$ cat src/rtl/mult_booth_seq_if.sv
// Request/response bundle for the sequential Booth multiplier.
// The master drives operands and control; the slave returns status and product.
interface mult_booth_seq_if #(
  parameter int WIDTH = 32
);
  logic             start;
  logic             signed_mode;
  logic             abort;
  logic [WIDTH-1:0] aInput;
  logic [WIDTH-1:0] bInput;
  logic             busy;
  logic             done;
  logic [WIDTH-1:0] HI;
  logic [WIDTH-1:0] LO;

  modport master (
    output start, signed_mode, abort, aInput, bInput,
    input  busy, done, HI, LO
  );

  modport slave (
    input  start, signed_mode, abort, aInput, bInput,
    output busy, done, HI, LO
  );
endinterface

$ cat src/rtl/mult_booth_seq.sv
// Radix-2 Booth multiplier, one step per clock, WIDTH+1 steps per product.
// Operands are widened by one bit so signed and unsigned share the same datapath.
module mult_booth_seq #(
  parameter int WIDTH = 32,
  parameter int CNT_W = $clog2(WIDTH + 2)
) (
  input  logic            clk,
  input  logic            reset,
  mult_booth_seq_if.slave bus
);

  typedef enum logic [1:0] {IDLE, RUN, DONE} state_t;

  state_t           r_state;
  logic [WIDTH:0]   r_acc;
  logic [WIDTH:0]   r_mult;
  logic [WIDTH:0]   r_mcand;
  logic             r_q1;
  logic [CNT_W-1:0] r_cnt;
  logic [WIDTH-1:0] r_hi;
  logic [WIDTH-1:0] r_lo;
  logic             r_busy;
  logic             r_done;

  logic [WIDTH:0]   w_sum;
  logic [WIDTH:0]   w_acc_sh;
  logic [WIDTH:0]   w_mult_sh;
  logic [WIDTH:0]   w_ext_a;
  logic [WIDTH:0]   w_ext_b;
  logic             w_last;
  logic             w_accept;

  // NOTE: every output of an always_comb gets a default first so no latch is inferred.
  always_comb begin
    w_sum = r_acc;
    case ({r_mult[0], r_q1})
      2'b10:   w_sum = r_acc - r_mcand;
      2'b01:   w_sum = r_acc + r_mcand;
      default: w_sum = r_acc;
    endcase
    w_acc_sh  = {w_sum[WIDTH], w_sum[WIDTH:1]};
    w_mult_sh = {w_sum[0], r_mult[WIDTH:1]};
  end

  assign w_ext_a  = {bus.signed_mode & bus.aInput[WIDTH-1], bus.aInput};
  assign w_ext_b  = {bus.signed_mode & bus.bInput[WIDTH-1], bus.bInput};
  assign w_last   = (r_cnt == CNT_W'(WIDTH));
  assign w_accept = bus.start & ~bus.abort;

  // NOTE: state uses non-blocking assignments so every register samples pre-edge values.
  // NOTE: this design has no memory arrays, so every register is cleared by reset.
  always_ff @(posedge clk or negedge reset) begin
    if (!reset) begin
      r_state <= IDLE;
      r_acc   <= '0;
      r_mult  <= '0;
      r_mcand <= '0;
      r_q1    <= 1'b0;
      r_cnt   <= '0;
      r_hi    <= '0;
      r_lo    <= '0;
      r_busy  <= 1'b0;
      r_done  <= 1'b0;
    end else begin
      case (r_state)
        IDLE, DONE: begin
          r_done <= 1'b0;
          if (w_accept) begin
            r_mult  <= w_ext_a;
            r_mcand <= w_ext_b;
            r_acc   <= '0;
            r_q1    <= 1'b0;
            r_cnt   <= '0;
            r_busy  <= 1'b1;
            r_state <= RUN;
          end else begin
            r_state <= IDLE;
          end
        end
        RUN: begin
          if (bus.abort) begin
            r_busy  <= 1'b0;
            r_state <= IDLE;
          end else begin
            r_acc  <= w_acc_sh;
            r_mult <= w_mult_sh;
            r_q1   <= r_mult[0];
            r_cnt  <= r_cnt + CNT_W'(1);
            if (w_last) begin
              // Product is {acc,mult}; keep its low 2*WIDTH bits.
              r_lo    <= w_mult_sh[WIDTH-1:0];
              r_hi    <= {w_acc_sh[WIDTH-2:0], w_mult_sh[WIDTH]};
              r_busy  <= 1'b0;
              r_done  <= 1'b1;
              r_state <= DONE;
            end
          end
        end
        default: begin
          r_busy  <= 1'b0;
          r_done  <= 1'b0;
          r_state <= IDLE;
        end
      endcase
    end
  end

  assign bus.busy = r_busy;
  assign bus.done = r_done;
  assign bus.HI   = r_hi;
  assign bus.LO   = r_lo;

endmodule

$ cat src/flat_wrapper.sv
// flat-port wrapper written by rule: the top's interface ports become plain ports
module mult_booth_seq_flat 
#(
  parameter int WIDTH = 32,
  parameter int CNT_W = $clog2(WIDTH + 2)
)
  (clk, reset, bus_start, bus_signed_mode, bus_abort, bus_aInput, bus_bInput, bus_busy, bus_done, bus_HI, bus_LO);
  mult_booth_seq_if #(.WIDTH(WIDTH)) bus_i ();
  input  logic clk;
  input  logic reset;
  input wire logic [$bits(bus_i.start)-1:0] bus_start;
  input wire logic [$bits(bus_i.signed_mode)-1:0] bus_signed_mode;
  input wire logic [$bits(bus_i.abort)-1:0] bus_abort;
  input wire logic [$bits(bus_i.aInput)-1:0] bus_aInput;
  input wire logic [$bits(bus_i.bInput)-1:0] bus_bInput;
  output wire logic [$bits(bus_i.busy)-1:0] bus_busy;
  output wire logic [$bits(bus_i.done)-1:0] bus_done;
  output wire logic [$bits(bus_i.HI)-1:0] bus_HI;
  output wire logic [$bits(bus_i.LO)-1:0] bus_LO;
  assign bus_i.start = bus_start;
  assign bus_i.signed_mode = bus_signed_mode;
  assign bus_i.abort = bus_abort;
  assign bus_i.aInput = bus_aInput;
  assign bus_i.bInput = bus_bInput;
  assign bus_busy = bus_i.busy;
  assign bus_done = bus_i.done;
  assign bus_HI = bus_i.HI;
  assign bus_LO = bus_i.LO;
  mult_booth_seq #(.WIDTH(WIDTH), .CNT_W(CNT_W)) u_core (.clk(clk), .reset(reset), .bus(bus_i));
endmodule
$ cat config.mk
export PLATFORM = sky130hd
export DESIGN_NAME = mult_booth_seq_flat
export DESIGN_NICKNAME = d
export VERILOG_FILES = /design/src/rtl/mult_booth_seq_if.sv /design/src/rtl/mult_booth_seq.sv /design/src/flat_wrapper.sv
export SDC_FILE = /design/constraint.sdc
export NUM_CORES = 1
export LEC_CHECK = 0
export CAP_MARGIN = 0
export CELL_PAD_IN_SITES_DETAIL_PLACEMENT = 0
export CELL_PAD_IN_SITES_GLOBAL_PLACEMENT = 2
export CORE_ASPECT_RATIO = 0.6
export CORE_MARGIN = 1.5
export CORE_UTILIZATION = 30
export CTS_CLUSTER_DIAMETER = 80
export DETAILED_ROUTE_END_ITERATION = 7
export PLACE_DENSITY = 0.71
export SLEW_MARGIN = 30
export SYNTH_ARGS = -nofsm -noshare
export SYNTH_HDL_FRONTEND = slang
export SYNTH_SLANG_ARGS = --single-unit
$ cat constraint.sdc
create_clock -name clk -period 4.7 [get_ports clk]
set_clock_uncertainty 0.05 [all_clocks]
set_input_delay 0.94 -clock clk [delete_from_list [all_inputs] [get_ports clk]]
set_output_delay 0.94 -clock clk [all_outputs]
set_load 0.05 [all_outputs]
==> results.json, run 1 <==
{
  "die-area_sq_um": 33000,
  "rsz0062_at_grt": "no",
  "timing.fmax_ghz": 0.223,
  "antenna_found_initial": 0,
  "overflow": 0,
  "grt_max_degree": 82,
  "yosysWarnings": 0,
  "tightest_slew_ns": 0.809,
  "wl_um": 28600,
  "ys.flop_type": "dfrtp_1",
  "clkTransAtPathRegs_ns": 0.08,
  "postCtsSetupBuffers": 0,
  "portBuffers": 134,
  "critPathRequiredTime_ns": 4.96,
  "clk_latency_ns": 0.45,
  "coreArea_sq_um": 31300,
  "nNetsFinal": 1351,
  "setup_tns_ns": 0,
  "synthArstFlopShare_pct": 100,
  "vdd_drop_max_mv": 0.331,
  "die_x_um": 233,
  "hold_class": "flop to flop",
  "p_leak_nw": 5.50,
  "synthCells": 1134,
  "stdcell_count": 1674,
  "vias": 8111,
  "wire_per_inst_um": 17.1,
  "gp_congestion": 0.870,
  "synth_cell_types": 66,
  "htreeDepth": 4,
  "synth_fp_nets": 1240,
  "grt_pass1_wl_um": 45600,
  "rr_worst_depth": 16,
  "yosysSeqAreaShare_pct": 45.3,
  "cp_max_fo": 6,
  "finalHoldViolations": 0,
  "numCtsBuffers": 17,
  "slew-limit-headroom_pct": 46.1,
  "clock-root-buffer": "clkbuf_16",
  "grt_pass1_vias": 7800,
  "post_cts_resized": 0,
  "timing.final.ws_setup_ns": 0.225,
  "status": "complete, no violations",
  "place_inst": 1641,
  "synth_edf_count": 0,
  "drive_gt1_share_pct": 7.07,
  "fin_area_sq_um": 12000,
  "min_path_cells": 2,
  "crit_chain": "or3_1, or3_1, nor3_2, buf_4, a21oi_1, xor2_1, ha_1, o21ai_1, o21bai_2, nor4_2, o31ai_4, a31oi_4, o311a_1, o31ai_2, mux2i_1, o211ai_1",
  "worst_setup_path_end_kind": "flop",
  "ant_nets": 0,
  "cts_hold_buf": 0,
  "min_period_ns": 4.48,
  "die_y_um": 141,
  "start_util_pct": 30.5,
  "final_cell_mix": "nand2_1 (348), dfrtp_1 (173), clkdlybuf4s50_1 (133)",
  "syn_area_per_cell_sq_um": 8.42,
  "synth.cell_area_sq_um": 9550,
  "cp.arrival_ns": 4.74,
  "cap_violations": 0,
  "cts_tree": "built",
  "drtIter0Drc": 580,
  "crit_type": "flop to flop",
  "vias_per_cell": 4.85,
  "drc_errors": 0,
  "clock_sinks": 173,
  "path_common_cell": "or3_1",
  "report.final.slew_viol_count": 0,
  "setup_violations": 0,
  "diodes": 0,
  "postPlaceCellArea_sq_um": 11400,
  "dp_slack_ns": 0.188,
  "dr.pass1.iters": 4,
  "final_common_cell": "nand2_1",
  "syn2layout_area_growth_pct": 25.4,
  "ys_ff_latch": 173,
  "rows": 50,
  "crit_slowest_cell": "or3_1",
  "slowest_delay_ns": 0.42,
  "dp_hpwl_um": 20400,
  "fin_crit_sh_pct": 95.2,
  "track_usage_pct": 18.1,
  "ioPinCount": 135,
  "cp-start-kind": "flop",
  "clockBufferDepth": 2,
  "power_density_nw_per_um2": 570
}
==> power by group <==
part / internal, mW / switching (mW)
combinational: 1.32 / 2.03
sequential: 1.75 / 0.266
clock: 0.766 / 0.698
==> worst paths after layout <==
kind / start / to / slack, ns
max: u_core.r_mcand[4]$_DFFE_PN0P_ / u_core.bus.HI[30]$_DFFE_PN0P_ / 0.22
min: u_core.bus.LO[7]$_DFFE_PN0P_ / u_core.bus.LO[7]$_DFFE_PN0P_ / 0.43
max reg2reg: u_core.r_mcand[4]$_DFFE_PN0P_ / u_core.bus.HI[30]$_DFFE_PN0P_ / 0.22
min reg2reg: u_core.bus.LO[7]$_DFFE_PN0P_ / u_core.bus.LO[7]$_DFFE_PN0P_ / 0.43
max in group asynchronous: reset / u_core.r_acc[13]$_DFFE_PN0P_ / 3.13
min in group asynchronous: reset / u_core.bus.LO[8]$_DFFE_PN0P_ / 0.48
==> metal layers <==
metal	global-route usage [%]	vias up	wire length [um]
li1	-	4069	-
met4	4.72	0	294
met1	29.4	3886	16400
met3	3.03	22	935
met5	0	-	0
met2	24.1	134	11000
==> synth_stat cells (2+ instances only) <==
| cell | count | area (sq um) |
|---|---|---|
| buf_2 | 3 | 15.0 |
| a211oi_2 | 2 | 25.0 |
| xor2_1 | 38 | 333 |
| or2_2 | 3 | 18.8 |
| ha_1 | 36 | 450 |
| nor3_1 | 16 | 80.1 |
| nand2b_1 | 5 | 31.3 |
| xnor2_1 | 22 | 193 |
| o2111ai_1 | 2 | 17.5 |
| a2111oi_0 | 2 | 17.5 |
| mux2i_1 | 9 | 90.1 |
| o211ai_1 | 3 | 22.5 |
| nand2_1 | 349 | 1310 |
| inv_1 | 21 | 78.8 |
| a31oi_4 | 2 | 42.5 |
| nor2_1 | 87 | 327 |
| o21ai_1 | 3 | 15.0 |
| a21o_1 | 16 | 120 |
| clkbuf_1 | 48 | 180 |
| nand3_1 | 15 | 75.1 |
| buf_1 | 12 | 45.0 |
| a31oi_1 | 45 | 282 |
| or4_1 | 3 | 22.5 |
| o31ai_1 | 8 | 60.1 |
| buf_6 | 3 | 33.8 |
| and3_1 | 6 | 37.5 |
| a21oi_1 | 57 | 285 |
| nor3b_1 | 3 | 22.5 |
| and2_1 | 2 | 12.5 |
| mux2_2 | 6 | 67.6 |
| o21bai_1 | 5 | 37.5 |
| nand4b_1 | 2 | 17.5 |
| nor2b_1 | 6 | 37.5 |
| a22o_1 | 12 | 105 |
| dfrtp_1 | 173 | 4330 |
| o21a_1 | 2 | 15.0 |
| nand4_1 | 11 | 68.8 |
| or3_1 | 7 | 43.8 |
| o21ai_0 | 60 | 300 |
| a211oi_1 | 3 | 22.5 |
==> stage by stage <==
stage          total power, mW  hold slack (ns)  utilization (%)
6_report                  6.83            0.425             38.3
5_1_grt                   7.39            0.444             38.3
4_1_cts                   6.85            0.431             38.2
3_5_place_dp              5.35            0.412             36.3
3_3_place_gp              5.37            0.407             36.3
2_1_floorplan             4.42            0.405                -
==> layout make-up <==
type | count | area, sq um
inverter | 22 | 82.6
clock buffer | 18 | 439
tap | 416 | 520
fill | 3212 | 19300
multi-input combinational | 873 | 4890
clock inverter | 14 | 146
sequential | 173 | 4330
timing repair buffer | 158 | 1570
==> registers in the layout, indices dropped and copies added, names as in the netlist <==
name	cells
u_core.r_mcand	33
u_core.r_mult	33
u_core.bus.HI	32
u_core.bus.LO	32
u_core.r_acc	32
u_core.r_cnt	6
u_core.r_state	2
u_core.bus.busy	1
u_core.bus.done	1
u_core.r_q1	1
==> critical path, delay by kind of cell, from the launching register on <==
kind	cells	cell delay, ns
AO/OA/AOI/OAI	8	1.72
XOR/XNOR	1	0.15
adder cells (fa/ha/maj)	1	0.41
buffers and inverters	1	0.18
flip-flops	1	0.40
multiplexers	1	0.25
AND/OR/NAND/NOR	4	1.17
==> logic make-up after synthesis <==
family	after synthesis	synth area share, %
adders and majority gates	37	4.93
DFF	173	45.3
xor gates and xnor gates	60	5.50
muxes	15	1.65
and+or+nand+nor	526	23.2
buffers and inverters	88	3.73
AOI/OAI and AO/OA	235	15.7
(Power assumes the default switching activity.)
==> run 2: changes to the inputs <==
--- a/config.mk
+++ b/config.mk
@@ -5,7 +5,6 @@
 export SDC_FILE = /design/constraint.sdc
 export NUM_CORES = 1
 export LEC_CHECK = 0
-export CAP_MARGIN = 0
 export CELL_PAD_IN_SITES_DETAIL_PLACEMENT = 0
 export CELL_PAD_IN_SITES_GLOBAL_PLACEMENT = 2
 export CORE_ASPECT_RATIO = 0.6
==> results of run 2 <==
Final layout, timing and power as in run 1 (identical DEF).
